`src/rtl/ddr_delay_line.sv`:
```
// Programmable per-channel delay line with enable-gated shifting and a
// fill phase that holds valid_o low until every tap carries post-update data.
module ddr_delay_line #(
  parameter int NumChannels = 2,
  parameter int DelayWidth  = 4,
  parameter int DataWidth   = 1,
  parameter int ChanOffset  = 1
) (
  input  logic                             clk_i,
  input  logic                             rst_i,
  input  logic                             enable_i,
  input  logic [NumChannels*DataWidth-1:0] data_i,
  input  logic [DelayWidth-1:0]            delay_i,
  input  logic                             delay_valid_i,
  output logic                             delay_ready_o,
  output logic [NumChannels*DataWidth-1:0] data_o,
  output logic                             valid_o
);

  // state | meaning
  // IDLE  | no delay accepted since reset
  // FILL  | new delay latched, waiting for the deepest tap to refill
  // RUN   | data_o reflects the latched delay

  localparam int MaxDelay = 2**DelayWidth - 1;
  localparam int CntWidth = DelayWidth + 1;
  localparam logic [DelayWidth-1:0] MaxCode = '1;

  typedef enum logic [1:0] {
    IDLE = 2'd0,
    FILL = 2'd1,
    RUN  = 2'd2
  } state_e;

  state_e                state_q, state_d;
  logic                  enable_q;
  logic [DelayWidth-1:0] cfg_q, cfg_d;
  logic [CntWidth-1:0]   cnt_q, cnt_d;
  logic [CntWidth-1:0]   fill_target;
  logic                  advance;
  logic                  accept;

  logic [DataWidth-1:0] sr_q [NumChannels][MaxDelay+1];
  logic [DataWidth-1:0] sr_d [NumChannels][MaxDelay+1];

  // Effective tap for a channel: base code plus channel skew, clamped to the last tap.
  function automatic logic [DelayWidth-1:0] eff_delay(input logic [DelayWidth-1:0] code,
                                                      input int chan);
    int sum;
    sum = int'(code) + chan * ChanOffset;
    if (sum > MaxDelay) begin
      return MaxCode;
    end
    return DelayWidth'(sum);
  endfunction

  assign advance     = enable_q;
  assign accept      = delay_valid_i & delay_ready_o;
  // The last channel has the largest (or equal) effective delay.
  assign fill_target = CntWidth'(eff_delay(cfg_q, NumChannels - 1)) + CntWidth'(1);

  // State register and datapath registers
  always_ff @(posedge clk_i) begin
    if (rst_i) begin
      state_q  <= IDLE;
      enable_q <= 1'b0;
      cfg_q    <= '0;
      cnt_q    <= '0;
      for (int c = 0; c < NumChannels; c++) begin
        for (int k = 0; k <= MaxDelay; k++) begin
          sr_q[c][k] <= '0;
        end
      end
    end else begin
      state_q  <= state_d;
      enable_q <= enable_i;
      cfg_q    <= cfg_d;
      cnt_q    <= cnt_d;
      sr_q     <= sr_d;
    end
  end

  // Next-state logic
  always_comb begin
    state_d = state_q;
    case (state_q)
      IDLE, RUN: begin
        if (accept) begin
          state_d = FILL;
        end
      end
      FILL: begin
        if (advance && (cnt_q + CntWidth'(1) == fill_target)) begin
          state_d = RUN;
        end
      end
      default: state_d = IDLE;
    endcase
  end

  // Output logic
  always_comb begin
    delay_ready_o = (state_q != FILL);
    valid_o       = (state_q == RUN) && enable_q;
  end

  // Configuration latch and fill counter; the accepting cycle never counts.
  always_comb begin
    cfg_d = cfg_q;
    cnt_d = cnt_q;
    if (accept) begin
      cfg_d = delay_i;
      cnt_d = '0;
    end else if ((state_q == FILL) && advance) begin
      cnt_d = cnt_q + CntWidth'(1);
    end
  end

  // Shift registers move only on advance cycles; delay updates never flush them.
  always_comb begin
    sr_d = sr_q;
    if (advance) begin
      for (int c = 0; c < NumChannels; c++) begin
        sr_d[c][0] = data_i[c*DataWidth +: DataWidth];
        for (int k = 1; k <= MaxDelay; k++) begin
          sr_d[c][k] = sr_q[c][k-1];
        end
      end
    end
  end

  always_comb begin
    data_o = '0;
    for (int c = 0; c < NumChannels; c++) begin
      data_o[c*DataWidth +: DataWidth] = sr_q[c][eff_delay(cfg_q, c)];
    end
  end

endmodule
```
`config.mk`:
```
export PLATFORM = sky130hd
export DESIGN_NAME = ddr_delay_line
export DESIGN_NICKNAME = d
export VERILOG_FILES = /design/src/rtl/ddr_delay_line.sv
export SDC_FILE = /design/constraint.sdc
export NUM_CORES = 1
export LEC_CHECK = 0
export BUFFER_PORTS_ARGS = -buffer_cell sky130_fd_sc_hd__buf_4
export CORE_MARGIN = 2
export CORE_UTILIZATION = 54
export DETAILED_ROUTE_END_ITERATION = 6
export PLACE_DENSITY = 0.82
export SETUP_SLACK_MARGIN = 0.4
export SLEW_MARGIN = 20
export SYNTH_ARGS = -nofsm -noshare
export SYNTH_HDL_FRONTEND = slang
export SYNTH_SLANG_ARGS = --single-unit
```
`constraint.sdc`:
```
create_clock -name clk_i -period 2.7 [get_ports clk_i]
set_clock_uncertainty 0.1 [all_clocks]
set_input_delay 0 -clock clk_i [delete_from_list [all_inputs] [get_ports clk_i]]
set_output_delay 0 -clock clk_i [all_outputs]
set_load 0.005 [all_outputs]
```
Word level (Yosys, flattened, before mapping)
Index checks and enable logic that the tools add are counted.
{ "totals": {"reg_bits": 44, "input_bits": 10, "output_inout_bits": 4, "elab_cells": 74} }
{ "op_classes": {"add_sub_neg": 3, "magnitude_cmp": 4, "n_eq_ne": 6, "muxes": 15, "n_bitwise": 3, "reduce_logical": 7} }
{ "op_table": {"columns": ["operator", "n"], "rows": [
  ["$mux 4", 4],
  ["$add 4x1->5 const B", 2],
  ["$ge 5x5->1 const B", 2],
  ["$not 4->5", 2],
  ["$bmux 1 s4", 2],
  ["$mux 1", 6],
  ["$add 5x1->5 const B", 1],
  ["$eq 5x5->1", 1],
  ["$gt 5x4->1 const B", 1],
  ["$gt 4x4->1 const B", 1],
  ["$mux 2", 2],
  ["$ne 2x2->1 const B", 2],
  ["$pmux 2 s2", 1],
  ["$reduce_or 2->1", 2],
  ["$logic_and 1x1->1", 3],
  ["$eq 2x1->1 const B", 1],
  ["$eq 2x2->1 const B", 1],
  ["$logic_not 2->1", 1],
  ["$ne 2x1->1 const B", 1],
  ["$reduce_and 2->1", 1],
  ["$and 1x1->1", 1]
]} }

Logic depth before layout (Yosys ltp)
{ "logic_depth": {"word_depth": 9, "mapped_depth": 11, "ltp_nobuf": 9} }

Least setup slack after synthesis
OpenSTA, ideal clock, no wires.
{ "synth_timing": {"path_kind": "register to register", "startpoint": "reg cfg_q[0]", "endpoint": "reg state_q[0]", "setup_ns": 0.136, "arrival_ns": 2.236, "t_required_ns": 2.464, "path_slack_ns": 0.227, "stages_incl_launch_ff": 12, "path_buffers": 2, "period_less_slack_ns": 2.473, "cell_sequence": "dfxtp_1 > buf_6 > inv_1 > ha_1 > buf_2 > nand2_1 > ha_1 > xor2_1 > xnor2_1 > o211ai_1 > a2111oi_4 > a221oi_2"} }
{ "synth_via": {"elab_chain_cells": 9} }
{ "synth_lines": {"columns": ["item", "line", "text"], "rows": [
  ["start, declared", "37", "logic [DelayWidth-1:0] cfg_q, cfg_d;"],
  ["start signal, assigned", "77", "cfg_q <= cfg_d;"],
  ["$add 4x1->5 *", "50", "sum = int'(code) + chan * ChanOffset;"],
  ["$gt 5x4->1", "51", "if (sum > MaxDelay) begin"],
  ["$mux 1", "51", null],
  ["$mux 4 *", "54", "return DelayWidth'(sum);"],
  ["$add 4x1->5 *", "60", "assign fill_target = CntWidth'(eff_delay(cfg_q, NumChannels - 1)) + CntWidth'(1);"],
  ["$eq 5x5->1 *", "93", "if (advance && (cnt_q + CntWidth'(1) == fill_target)) begin"],
  ["$logic_and 1x1->1 *", "93", null],
  ["$ne 2x2->1 (no source line) *", null, null],
  ["$reduce_and 2->1 (no source line) *", null, null],
  ["end signal, assigned", "75", "state_q <= state_d;"],
  ["end, declared", "35", "state_e state_q, state_d;"]
]} }
Every way passes the cells marked *; elsewhere a longest branch is shown, timed or not.
A chain may end at the register's enable or synchronous reset.

Final worst setup path
{ "layout_timing": {"startpoint": "reg cfg_q[0]", "endpoint": "out data_o[1]"} }
{ "layout_via": {"elab_chain_cells": 8} }
{ "layout_lines": {"columns": ["item", "line", "text"], "rows": [
  ["$add 4x1->5 *", "50", null],
  ["$gt 5x4->1", "51", null],
  ["$mux 1", "51", null],
  ["$mux 4 *", "54", null],
  ["$not 4->5 (not written as such) *", "135", "data_o[c*DataWidth +: DataWidth] = sr_q[c][eff_delay(cfg_q, c)];"],
  ["$bmux 1 s4 *", "135", null],
  ["$mux 1 (not written as such) * (2 in series)", "135", null],
  ["end, declared", "16", "output logic [NumChannels*DataWidth-1:0] data_o,"]
]} }
Every way passes the cells marked *; elsewhere a longest branch is shown, timed or not. The select of a mux whose other input is x is not followed.

==> results.json <==
{
  "gp_congestion": 0.895,
  "holdPathStages": 2,
  "holdCritPathClass": "in -> reg",
  "insertion_delay_ns": 0.30,
  "layout_commonest_cell": "dfxtp_1",
  "fmax_mhz": 443,
  "seq_area_frac_synth_pct": 39.0,
  "fillers": 303,
  "max_cap_violations": 0,
  "root_buffer": "clkbuf_8",
  "cts_sinks": 44,
  "setup_viol": 0,
  "wl_per_cell_um": 15.6,
  "fin_setup_tns_ns": 0,
  "wl_um": 4880,
  "vias_per_cell": 5.74,
  "portBuffers": 13,
  "synth_top_area_cell": "dfxtp_1",
  "syn_to_final_growth_pct": 19.9,
  "grt.total_usage_pct": 22.0,
  "ir_drop_v": 0.000382,
  "synthArstFlopShare_pct": 0,
  "syn_avg_cell_area_um2": 9.70,
  "status": "finished, final reports clean",
  "drtAntennaViolNets": 0,
  "rows": 23,
  "syn_area_um2": 2260,
  "clkSlewWorstSetupHoldPaths_ns": 0.09,
  "leakagePower_uw": 0.00103,
  "firstDrtPassIters": 4,
  "yosysTopAreaCellShare_pct": 39.0,
  "cellPowerDensity_nw_per_um2": 478,
  "fin_crit_sh_pct": 83.7,
  "cts_tree": "built",
  "cts_max_path_buffers": 2,
  "hold_ws_ns": 0.0107,
  "grt_pass1_wl_um": 7600,
  "die_h_um": 68.7,
  "ys_warn_count": 0,
  "design_area_um2": 2710,
  "h-tree-depth": 2,
  "startpoint_type": "flop",
  "drt_iter0_drc": 80,
  "synth_cells": 233,
  "rsz0062_at_grt": "true",
  "core-area_um2": 4030,
  "cp.arrival_ns": 2.16,
  "num_vias": 1792,
  "synthTopCellsByArea": "dfxtp_1 (39%), mux2i_1 (15%), nor2_1 (6.0%)",
  "dpl-instance-area_um2": 2370,
  "critPathMaxFanout": 8,
  "overflow": 0,
  "nets": 275,
  "tightest_slew_ns": 0.395,
  "slew_headroom_pct": 73.4,
  "ys.flop_type": "dfxtp_1",
  "drive_gt1_share_pct": 21.8,
  "worst_slack_ns": 0.441,
  "synth_edf_count": 0,
  "place_ws_ns": 0.308,
  "worstRegToRegCells": 9,
  "maxSlewViolCount": 0,
  "synth_nets": 247,
  "ios": 14,
  "ys_seq_elements": 44,
  "layout_common_cells": "dfxtp_1 (40), nor2_1 (35), mux2i_1 (35)",
  "dieArea_um2": 4720,
  "initial_core_util_pct": 56.1,
  "antenna_found_initial": 0,
  "die_w_um": 68.7,
  "grt_max_degree": 41,
  "drc_errors": 0,
  "period_needed_ns": 2.26,
  "end_kind": "output pin",
  "worst_ep_required_time_ns": 2.60,
  "cts_buffers": 5,
  "synth.distinct_cells": 43,
  "path_class": "reg -> out",
  "hold_violations": 0,
  "first_global_vias": 1662,
  "insertedDiodeCount": 0,
  "dp_hpwl_um": 3070
}
[timing repair]
item | 4_1_cts | 5_1_grt
endpoints found under the setup margin | 3 | 3
buffers inserted | 2 | 3
endpoints found under the hold margin | 9 | 0
pin swaps | 2 | 6
resized for setup | 7 | 12
gates cloned | 0 | 0
hold buffers | 12 | 0
[worst max-delay path, stage by stage, from the launching register on]
cell and delay, ns:
dfxtp_4 0.41, inv_2 0.07, ha_4 0.28, buf_8 0.12
mux2_2 0.34, a221oi_2 0.27, a211o_1 0.13, mux2i_1 0.07
buf_4 0.15
[cell type report]
class / count / area (um^2) / area share [%]
Timing Repair Buffer: 36 / 312 / 11.5
Clock inverter: 2 / 15.0 / 0.554
Tap cell: 50 / 62.6 / 2.31
Sequential cell: 44 / 891 / 32.9
Inverter: 7 / 26.3 / 0.969
Clock buffer: 6 / 82.6 / 3.05
Multi-Input combinational cell: 167 / 1320 / 48.8
[synthesized netlist by cell type (3+ instances only)]
library cell  number
nor2_1            36
clkbuf_1           3
a21oi_1            9
buf_2              5
nand2_1           13
xnor2_1            4
xor2_1             6
inv_1              7
buf_4              3
nand3_1           12
o21ai_0            7
dfxtp_1           44
ha_1               4
a221oi_1           3
mux2_2             3
mux2i_1           35
mux4_2             3
[power breakdown]
part | switching [uW] | internal [uW] | total [uW]
Sequential | 17.6 | 657 | 674
Clock | 228 | 207 | 436
Combinational | 92.6 | 94.2 | 187
[registers in the layout (all words and copies together), names as in the netlist]
register and flops:
advance 1, cfg_q 4, cnt_q 5, sr_q 32, state_q 2
[layer usage]
layer	share of wire (%)	GRT usage, %
met1	45	26.6
met4	1.6	10.8
met2	50	36.9
met3	3.7	5.03
met5	0	0
[logic make-up (layout without fill, tap and decap cells)]
kind of cell	Yosys count	in the layout	share of synthesized area, %
compound gates	33	33	11.3
xor+xnor	10	10	3.87
fa+ha+maj	4	4	2.21
buf+inv	22	51	5.59
flops	44	44	39.0
mux	43	43	22.3
simple gates	77	77	15.8
[final timing paths]
path / start / end / slack [ns]
worst min-delay path: rst_i / sr_q[30] / 0.01
worst max register to register: cfg_q[0] / state_q[0] / 0.50
worst min register to register: cnt_q[1] / cnt_q[1] / 0.39
worst max-delay path: cfg_q[0] / data_o[1] / 0.44
[through the flow]
step / power (uW) / cells / utilization [%]
after global placement: 832 / 287 / 58.9
final: 1300 / 312 / 67.3
after global routing: 1350 / 312 / 67.3
after CTS: 1290 / 309 / 65.2
after floorplan: 800 / 233 / -
after detailed placement: 836 / 287 / 58.9
No activity file was read; power rests on OpenSTA's default activity.
